### config.mk
export PLATFORM = sky130hd
export DESIGN_NAME = sap2_host_master_flat
export DESIGN_NICKNAME = d
export VERILOG_FILES = /design/src/rtl/sap2_pkg.sv /design/src/rtl/sap2_host_master_if.sv /design/src/rtl/sap2_req_fifo.sv /design/src/rtl/sap2_host_master.sv /design/src/flat_wrapper.sv
export SDC_FILE = /design/constraint.sdc
export NUM_CORES = 1
export LEC_CHECK = 0
export BUFFER_PORTS_ARGS = -buffer_cell sky130_fd_sc_hd__buf_2
export CORE_ASPECT_RATIO = 0.8
export CORE_MARGIN = 1.5
export CORE_UTILIZATION = 51
export CTS_CLUSTER_SIZE = 16
export DETAILED_ROUTE_END_ITERATION = 16
export GPL_TIMING_DRIVEN = 0
export PLACE_DENSITY = 0.84
export SETUP_SLACK_MARGIN = 0.5
export SYNTH_ARGS = -nofsm -noshare
export SYNTH_HDL_FRONTEND = slang
export SYNTH_HIERARCHICAL = 1
export SYNTH_SLANG_ARGS = --single-unit
### constraint.sdc
create_clock -name clk -period 6.45 [get_ports clk]
set_input_delay 0.9675 -clock clk [delete_from_list [all_inputs] [get_ports clk]]
set_output_delay 0.9675 -clock clk [all_outputs]
set_load 0.01 [all_outputs]
### src/rtl/sap2_pkg.sv
// Shared definitions for the sap2 host master: FSM states, rw encoding and
// the sap1 window map used when instantiating sap2.
package sap2_pkg;

  typedef enum logic [1:0] {IDLE, ISSUE, WAIT_RD, RESP} sap2_state_e;

  localparam logic RW_WRITE = 1'b1;
  localparam logic RW_READ  = 1'b0;

  localparam logic [31:0] SAP2_WIN0_BASE = 32'hA000_0000;
  localparam logic [31:0] SAP2_WIN1_BASE = 32'hB000_0000;
  localparam logic [31:0] SAP2_WIN_SIZE  = 32'h1000_0000;

endpackage

### src/rtl/sap2_host_master_if.sv
// Request, host bus and response signals of the sap2 host master.
interface sap2_host_master_if #(
  parameter int ADDR_W = 32,
  parameter int DATA_W = 32
);
  logic              req_vld;
  logic              req_rdy;
  logic              req_rw;
  logic [ADDR_W-1:0] req_addr;
  logic [DATA_W-1:0] req_wdata;

  logic              host_cmd_vld;
  logic              host_rw;
  logic [ADDR_W-1:0] host_addr;
  logic [DATA_W-1:0] host_data_w;
  logic [DATA_W-1:0] host_data_r;
  logic              host_rd_vld;

  logic              rsp_vld;
  logic              rsp_rdy;
  logic              rsp_rw;
  logic [DATA_W-1:0] rsp_rdata;
  logic              rsp_err;
  logic              stray_rd;

  modport master (
    input  req_vld, req_rw, req_addr, req_wdata,
    output req_rdy,
    output host_cmd_vld, host_rw, host_addr, host_data_w,
    input  host_data_r, host_rd_vld,
    output rsp_vld, rsp_rw, rsp_rdata, rsp_err, stray_rd,
    input  rsp_rdy
  );

  modport slave (
    output req_vld, req_rw, req_addr, req_wdata,
    input  req_rdy,
    input  host_cmd_vld, host_rw, host_addr, host_data_w,
    output host_data_r, host_rd_vld,
    input  rsp_vld, rsp_rw, rsp_rdata, rsp_err, stray_rd,
    output rsp_rdy
  );
endinterface

### src/rtl/sap2_req_fifo.sv
// Request FIFO; pointers carry an extra wrap bit to tell full from empty.
module sap2_req_fifo #(
  parameter int WIDTH = 1,
  parameter int DEPTH = 4
) (
  input  logic             clk,
  input  logic             reset,
  input  logic             push,
  input  logic [WIDTH-1:0] din,
  input  logic             pop,
  output logic [WIDTH-1:0] dout,
  output logic             empty,
  output logic             full_nxt
);
  localparam int AW = $clog2(DEPTH);

  logic [AW:0]      wptr_q, rptr_q, wptr_d, rptr_d;
  logic [WIDTH-1:0] mem [DEPTH];
  logic             full, do_push, do_pop;

  assign full     = (wptr_q[AW] != rptr_q[AW]) && (wptr_q[AW-1:0] == rptr_q[AW-1:0]);
  assign empty    = (wptr_q == rptr_q);
  assign do_push  = push && !full;
  assign do_pop   = pop && !empty;
  assign wptr_d   = wptr_q + {{AW{1'b0}}, do_push};
  assign rptr_d   = rptr_q + {{AW{1'b0}}, do_pop};
  // lets the owner register req_rdy so it is a clean flop output
  assign full_nxt = (wptr_d[AW] != rptr_d[AW]) && (wptr_d[AW-1:0] == rptr_d[AW-1:0]);
  assign dout     = mem[rptr_q[AW-1:0]];

  always_ff @(posedge clk or negedge reset) begin
    if (!reset) begin
      wptr_q <= '0;
      rptr_q <= '0;
    end else begin
      wptr_q <= wptr_d;
      rptr_q <= rptr_d;
    end
  end

  always_ff @(posedge clk) begin
    if (do_push) mem[wptr_q[AW-1:0]] <= din;
  end
endmodule

### src/rtl/sap2_host_master.sv
// Upstream command master for sap2: buffers requests, pre-decodes the sap1
// windows, runs one host cycle at a time and returns one response per request.
module sap2_host_master
  import sap2_pkg::*;
#(
  parameter int                ADDR_W     = 32,
  parameter int                DATA_W     = 32,
  parameter int                FIFO_DEPTH = 4,
  parameter int                TIMEOUT    = 16,
  parameter logic [ADDR_W-1:0] WIN0_BASE  = ADDR_W'(SAP2_WIN0_BASE),
  parameter logic [ADDR_W-1:0] WIN1_BASE  = ADDR_W'(SAP2_WIN1_BASE),
  parameter logic [ADDR_W-1:0] WIN_SIZE   = ADDR_W'(SAP2_WIN_SIZE)
) (
  input logic                clk,
  input logic                reset,
  sap2_host_master_if.master bus
);
  localparam int TW = $clog2(TIMEOUT);

  typedef struct packed {
    logic              rw;
    logic [ADDR_W-1:0] addr;
    logic [DATA_W-1:0] wdata;
  } req_t;

  sap2_state_e       state_q, state_d;
  req_t              push_d, head;
  logic              empty, full_nxt, push, pop, hit, tmo;
  logic              rdy_q, cmd_vld_q, host_rw_q;
  logic [ADDR_W-1:0] addr_q;
  logic [DATA_W-1:0] wdata_q, rsp_rdata_q;
  logic              rsp_vld_q, rsp_rw_q, rsp_err_q, stray_q;
  logic [TW-1:0]     timer_q;

  function automatic logic in_win(input logic [ADDR_W-1:0] a, input logic [ADDR_W-1:0] base);
    logic [ADDR_W-1:0] off;
    off = a - base;
    return off < WIN_SIZE;
  endfunction

  assign push   = bus.req_vld && rdy_q;
  assign push_d = '{rw: bus.req_rw, addr: bus.req_addr, wdata: bus.req_wdata};
  assign hit    = in_win(head.addr, WIN0_BASE) || in_win(head.addr, WIN1_BASE);
  assign tmo    = (timer_q == TW'(TIMEOUT - 1));

  sap2_req_fifo #(.WIDTH($bits(req_t)), .DEPTH(FIFO_DEPTH)) u_fifo (
    .clk      (clk),
    .reset    (reset),
    .push     (push),
    .din      (push_d),
    .pop      (pop),
    .dout     (head),
    .empty    (empty),
    .full_nxt (full_nxt)
  );

  always_comb begin
    state_d = state_q;
    pop     = 1'b0;
    case (state_q)
      IDLE:    if (!empty) begin
                 pop     = 1'b1;
                 state_d = hit ? ISSUE : RESP;
               end
      ISSUE:   state_d = (host_rw_q == RW_WRITE) ? RESP : WAIT_RD;
      WAIT_RD: if (bus.host_rd_vld || tmo) state_d = RESP;
      RESP:    if (bus.rsp_rdy) state_d = IDLE;
      default: state_d = IDLE;
    endcase
  end

  always_ff @(posedge clk or negedge reset) begin
    if (!reset) begin
      state_q     <= IDLE;
      timer_q     <= '0;
      rdy_q       <= 1'b0;
      cmd_vld_q   <= 1'b0;
      host_rw_q   <= 1'b0;
      addr_q      <= '0;
      wdata_q     <= '0;
      rsp_vld_q   <= 1'b0;
      rsp_rw_q    <= 1'b0;
      rsp_rdata_q <= '0;
      rsp_err_q   <= 1'b0;
      stray_q     <= 1'b0;
    end else begin
      state_q   <= state_d;
      rdy_q     <= !full_nxt;
      cmd_vld_q <= (state_d == ISSUE);
      rsp_vld_q <= (state_d == RESP);
      timer_q   <= (state_q == WAIT_RD) ? timer_q + 1'b1 : '0;
      if (pop) begin
        rsp_rw_q    <= head.rw;
        rsp_rdata_q <= '0;
        rsp_err_q   <= !hit;
        // rejected requests never disturb the bus lines
        if (hit) begin
          host_rw_q <= head.rw;
          addr_q    <= head.addr;
          wdata_q   <= head.wdata;
        end
      end
      if (state_q == WAIT_RD) begin
        if (bus.host_rd_vld) begin
          rsp_rdata_q <= bus.host_data_r;
          rsp_err_q   <= 1'b0;
        end else if (tmo) begin
          rsp_rdata_q <= '0;
          rsp_err_q   <= 1'b1;
        end
      end
      if (bus.host_rd_vld && state_q != WAIT_RD) stray_q <= 1'b1;
    end
  end

  assign bus.req_rdy      = rdy_q;
  assign bus.host_cmd_vld = cmd_vld_q;
  assign bus.host_rw      = host_rw_q;
  assign bus.host_addr    = addr_q;
  assign bus.host_data_w  = wdata_q;
  assign bus.rsp_vld      = rsp_vld_q;
  assign bus.rsp_rw       = rsp_rw_q;
  assign bus.rsp_rdata    = rsp_rdata_q;
  assign bus.rsp_err      = rsp_err_q;
  assign bus.stray_rd     = stray_q;
endmodule

### src/flat_wrapper.sv
// flat-port wrapper written by rule: the top's interface ports become plain ports
module sap2_host_master_flat import sap2_pkg::*;
#(
  parameter int                ADDR_W     = 32,
  parameter int                DATA_W     = 32,
  parameter int                FIFO_DEPTH = 4,
  parameter int                TIMEOUT    = 16,
  parameter logic [ADDR_W-1:0] WIN0_BASE  = ADDR_W'(SAP2_WIN0_BASE),
  parameter logic [ADDR_W-1:0] WIN1_BASE  = ADDR_W'(SAP2_WIN1_BASE),
  parameter logic [ADDR_W-1:0] WIN_SIZE   = ADDR_W'(SAP2_WIN_SIZE)
)
  (clk, reset, bus_req_vld, bus_req_rw, bus_req_addr, bus_req_wdata, bus_req_rdy, bus_host_cmd_vld, bus_host_rw, bus_host_addr, bus_host_data_w, bus_host_data_r, bus_host_rd_vld, bus_rsp_vld, bus_rsp_rw, bus_rsp_rdata, bus_rsp_err, bus_stray_rd, bus_rsp_rdy);
  sap2_host_master_if #(.ADDR_W(ADDR_W), .DATA_W(DATA_W)) bus_i ();
  input logic clk;
  input logic reset;
  input wire logic [$bits(bus_i.req_vld)-1:0] bus_req_vld;
  input wire logic [$bits(bus_i.req_rw)-1:0] bus_req_rw;
  input wire logic [$bits(bus_i.req_addr)-1:0] bus_req_addr;
  input wire logic [$bits(bus_i.req_wdata)-1:0] bus_req_wdata;
  output wire logic [$bits(bus_i.req_rdy)-1:0] bus_req_rdy;
  output wire logic [$bits(bus_i.host_cmd_vld)-1:0] bus_host_cmd_vld;
  output wire logic [$bits(bus_i.host_rw)-1:0] bus_host_rw;
  output wire logic [$bits(bus_i.host_addr)-1:0] bus_host_addr;
  output wire logic [$bits(bus_i.host_data_w)-1:0] bus_host_data_w;
  input wire logic [$bits(bus_i.host_data_r)-1:0] bus_host_data_r;
  input wire logic [$bits(bus_i.host_rd_vld)-1:0] bus_host_rd_vld;
  output wire logic [$bits(bus_i.rsp_vld)-1:0] bus_rsp_vld;
  output wire logic [$bits(bus_i.rsp_rw)-1:0] bus_rsp_rw;
  output wire logic [$bits(bus_i.rsp_rdata)-1:0] bus_rsp_rdata;
  output wire logic [$bits(bus_i.rsp_err)-1:0] bus_rsp_err;
  output wire logic [$bits(bus_i.stray_rd)-1:0] bus_stray_rd;
  input wire logic [$bits(bus_i.rsp_rdy)-1:0] bus_rsp_rdy;
  assign bus_i.req_vld = bus_req_vld;
  assign bus_i.req_rw = bus_req_rw;
  assign bus_i.req_addr = bus_req_addr;
  assign bus_i.req_wdata = bus_req_wdata;
  assign bus_req_rdy = bus_i.req_rdy;
  assign bus_host_cmd_vld = bus_i.host_cmd_vld;
  assign bus_host_rw = bus_i.host_rw;
  assign bus_host_addr = bus_i.host_addr;
  assign bus_host_data_w = bus_i.host_data_w;
  assign bus_i.host_data_r = bus_host_data_r;
  assign bus_i.host_rd_vld = bus_host_rd_vld;
  assign bus_rsp_vld = bus_i.rsp_vld;
  assign bus_rsp_rw = bus_i.rsp_rw;
  assign bus_rsp_rdata = bus_i.rsp_rdata;
  assign bus_rsp_err = bus_i.rsp_err;
  assign bus_stray_rd = bus_i.stray_rd;
  assign bus_i.rsp_rdy = bus_rsp_rdy;
  sap2_host_master #(.ADDR_W(ADDR_W), .DATA_W(DATA_W), .FIFO_DEPTH(FIFO_DEPTH), .TIMEOUT(TIMEOUT), .WIN0_BASE(WIN0_BASE), .WIN1_BASE(WIN1_BASE), .WIN_SIZE(WIN_SIZE)) u_core (.clk(clk), .reset(reset), .bus(bus_i));
endmodule
==> run summary <==
The die span in x is 189 um, and the post-route minimum period is 3.21 ns. The run finished with clean final reports. At the pin with the least slew margin, the transition time is 1.01 ns. Sorting the synthesized cells by area gives the leading types as sky130_fd_sc_hd__edfxtp_1 (55%), sky130_fd_sc_hd__dfrtp_1 (20%), sky130_fd_sc_hd__mux4_2 (10%).

The tools report the static power due to leakage as 0.00686 uW. At the worst endpoint, the required time is 6.84 ns. STA classifies the critical path endpoint as a flip-flop.

The highest net fanout along the worst path works out to 10. The post-CTS repair timing setup buffer count is 0. The tree built by TritonCTS fans out to 375 sinks. The tool flagged a number of max-cap violations equal to 0. For the remaining antenna violation count after routing, the log shows 0.

The clock root buffer is sky130_fd_sc_hd__clkbuf_16. Before antenna repair, the detailed router went through 5 iterations. Period utilization: 0.498.

The tools report the post-route DRC violation count as 0. The cell count after synthesis came out at 703. The area added between synthesis and finish is 22.2%, and the post-route clock skew is 0.0227 ns. The clock reaches the later pin of the worst-skew pair after 0.52 ns.

Tightest slew margin relative to the limit: 0.326. For this run, the top clock speed supported by timing is 311 MHz. During placement, the flow inserted port buffers numbering 204. The first-pass GRT wire length was 44.8 mm; the count of pins over their slew limit was 0.

The share of cells above drive strength 1 was 0.439; the via count of the first global-routing pass was 7,754. During I/O placement, the number of pins put on the boundary was 205. The final hold violation count is 0. In the synthesized netlist the dominant register cell turns out to be sky130_fd_sc_hd__edfxtp_1. In this run the critical register-to-register path is launched from u_core/u_fifo/rptr_q[1].

The tools report the sequential element share of the synthesized area as 0.756. TritonCTS built the clock tree. Synthesis produced a netlist with a net count of 812. After floorplanning, the core was divided into 54 placement rows. The number of nets in the layout is 1,071.

Number of antenna violations at the first check in global routing: 2. The count of cells resized by post-cts repair is 0. The share of Yosys cell area claimed by the top area cell type is 0.553, and the total setup violations reported at the end of the flow is 0. The run gives 67 as the maximum number of pins on one net before global-route repair. The startpoint-to-endpoint class of the critical path was reg -> reg.

After routing, the total negative slack on setup checks comes to 0 ns. The logs give 0.634 for the end-of-flow core utilization and 38 for the total CTS buffers. By count the netlist is led by sky130_fd_sc_hd__edfxtp_1 (260), sky130_fd_sc_hd__dfrtp_1 (115), sky130_fd_sc_hd__nand2_1 (69), sky130_fd_sc_hd__mux4_2 (65), sky130_fd_sc_hd__mux2_2 (38).

Among all cell types in the netlist, the one instantiated most often is sky130_fd_sc_hd__edfxtp_1. After synthesis, the mean cell area works out to 20.1 um^2. The startpoint kind of the worst setup timing path is a flip-flop. The run gives 0.868 as the placer's final routability congestion estimate.

The number of flops mapped to enable cells by yosys is 260. The number of different library cells in the post-synthesis netlist is 38. The detail-routed via count per cell is 5.36. For the via count, the log shows 7,292. Dividing the detail-routed wire length by the instance count gives 21.0 um. Once detailed placement completed, the half-perimeter wirelength came to 18.7 mm.

The y dimension of the die was 152 um; the count of H-tree levels built during CTS was 2. For the number of hold buffers added after cts, the log shows 0. The cell accounting for the most synthesized area was sky130_fd_sc_hd__edfxtp_1. The clock passes through at most 3 buffers.

The power density of the placed cells came out at 473 mW/mm^2. Across the VDD grid, the largest voltage drop is 277 uV. The proportion of register bits with asynchronous set or reset after synthesis came out at 0.307. The logs give 0.406 ns for the final hold slack and 0.0160 mm^2 for the post-placement cell area. The logs give 0.0141 mm^2 for the post-synthesis instance area and 28.6 mm for the total wire length.

Data on the critical path arrives at its endpoint at 3.60 ns. The most critical setup path has its startpoint at u_core/u_fifo/rptr_q[1]. Setup repair after global routing left no endpoint under its margin. The count of state elements after synthesis is 375.

The type of the most critical hold path was in -> async. The clock transition at the registers of the reported paths was 0.06 ns. During synthesis, Yosys emitted a total of 6 warnings. For this run the aggregate overflow at the end of global routing stands at 0. The floorplan step defined a die boundary enclosing 0.0287 mm^2. The placeable core region was 0.0272 mm^2; the design area was 0.0173 mm^2. The starting density of the core was 0.519; the detailed router's first-iteration violation count was 394. The overall global routing resource usage is 0.205.
## where the power goes
part           switching, uW  internal [uW]
Clock                    890           1310
Sequential               259           3270
Combinational           1240           1210
## critical path, cell delays in order, from the launching register on
cell and delay [ns]:
sky130_fd_sc_hd__dfrtp_1 0.41, sky130_fd_sc_hd__buf_2 0.33, sky130_fd_sc_hd__buf_2 0.35, sky130_fd_sc_hd__mux4_2 0.40, sky130_fd_sc_hd__inv_1 0.10, sky130_fd_sc_hd__ha_1 0.19, sky130_fd_sc_hd__xor2_1 0.22, sky130_fd_sc_hd__o32ai_2 0.12
sky130_fd_sc_hd__nand3_1 0.14, sky130_fd_sc_hd__buf_4 0.26, sky130_fd_sc_hd__buf_6 0.22, sky130_fd_sc_hd__mux2_4 0.32
## per-stage QoR
stage	instances	total power (uW)	setup WS, ns
3_5_place_dp	1286	6050	3.19
6_report	1360	8170	3.24
2_1_floorplan	703	5120	2.18
4_1_cts	1356	8290	3.15
5_1_grt	1356	8580	2.99
3_3_place_gp	1271	5840	-0.0291
## layout make-up
type,instances,area (um^2)
fillers,1885,9960
multi-input cells,290,3210
inverters,6,22.5
plain buffers,32,250
diodes,4,10.0
clock buffers,54,1050
clock inverters,16,209
repair buffers,219,1380
well taps,364,455
flip-flops and latches,375,10700
## path summary, 6_finish.rpt
| kind | endpoint | slack (ns) | depth (start not counted) |
|---|---|---|---|
| max reg2reg | u_core/bus.host_data_w[27] | 3.24 | 11 |
| min | u_core/bus.rsp_rdata[3] | 0.41 | 1 |
| min reg2reg | u_core/bus.host_addr[29] | 0.47 | 1 |
| max in group asynchronous | u_core/bus.host_addr[22] | 5.29 | 2 |
| max | u_core/bus.host_data_w[27] | 3.24 | 11 |
| min in group clk | u_core/bus.host_addr[29] | 0.47 | 1 |
## metal layers
layer  track usage  wire length (um)  vias to the layer above
met3        0.0541              2150                       45
li1              -                 -                     3265
met4        0.0431               458                        0
met2         0.342             14100                      246
met1         0.274             11900                     3736
met5             0                 0                        -
## logic make-up after synthesis
group | after synthesis | synth area share
fa+ha+maj | 7 | 0.00620
buf+inv | 38 | 0.0193
flops | 375 | 0.756
xor+xnor | 11 | 0.00682
compound gates | 43 | 0.0183
mux | 129 | 0.162
simple gates | 100 | 0.0314
## registers in the layout, indices dropped and copies added, names as in the netlist
register and count:
u_core/u_fifo/wptr_q 3, u_core/bus.host_rw 1, u_core/bus.host_addr 32, u_core/u_fifo/rptr_q 3, u_core/bus.rsp_rw 1, u_core/timer_q 4, u_core/bus.host_cmd_vld 1, u_core/bus.host_data_w 32
u_core/bus.stray_rd 1, u_core/bus.rsp_err 1, u_core/u_fifo/mem 260, u_core/bus.rsp_rdata 32, u_core/state_q 2, u_core/bus.rsp_vld 1, u_core/bus.req_rdy 1
## cells in the final DEF, fill, tap and decap left out, types with 6 or more instances in the layout
cell type,count
sky130_fd_sc_hd__nand2_1,69
sky130_fd_sc_hd__clkbuf_16,38
sky130_fd_sc_hd__buf_16,10
sky130_fd_sc_hd__clkbuf_1,23
sky130_fd_sc_hd__edfxtp_1,260
sky130_fd_sc_hd__mux2_2,38
sky130_fd_sc_hd__o21ai_0,30
sky130_fd_sc_hd__mux2_4,26
sky130_fd_sc_hd__dfrtp_1,115
sky130_fd_sc_hd__buf_2,212
sky130_fd_sc_hd__xor2_1,6
sky130_fd_sc_hd__ha_1,7
sky130_fd_sc_hd__mux4_2,65
(Power assumes the default switching activity.)
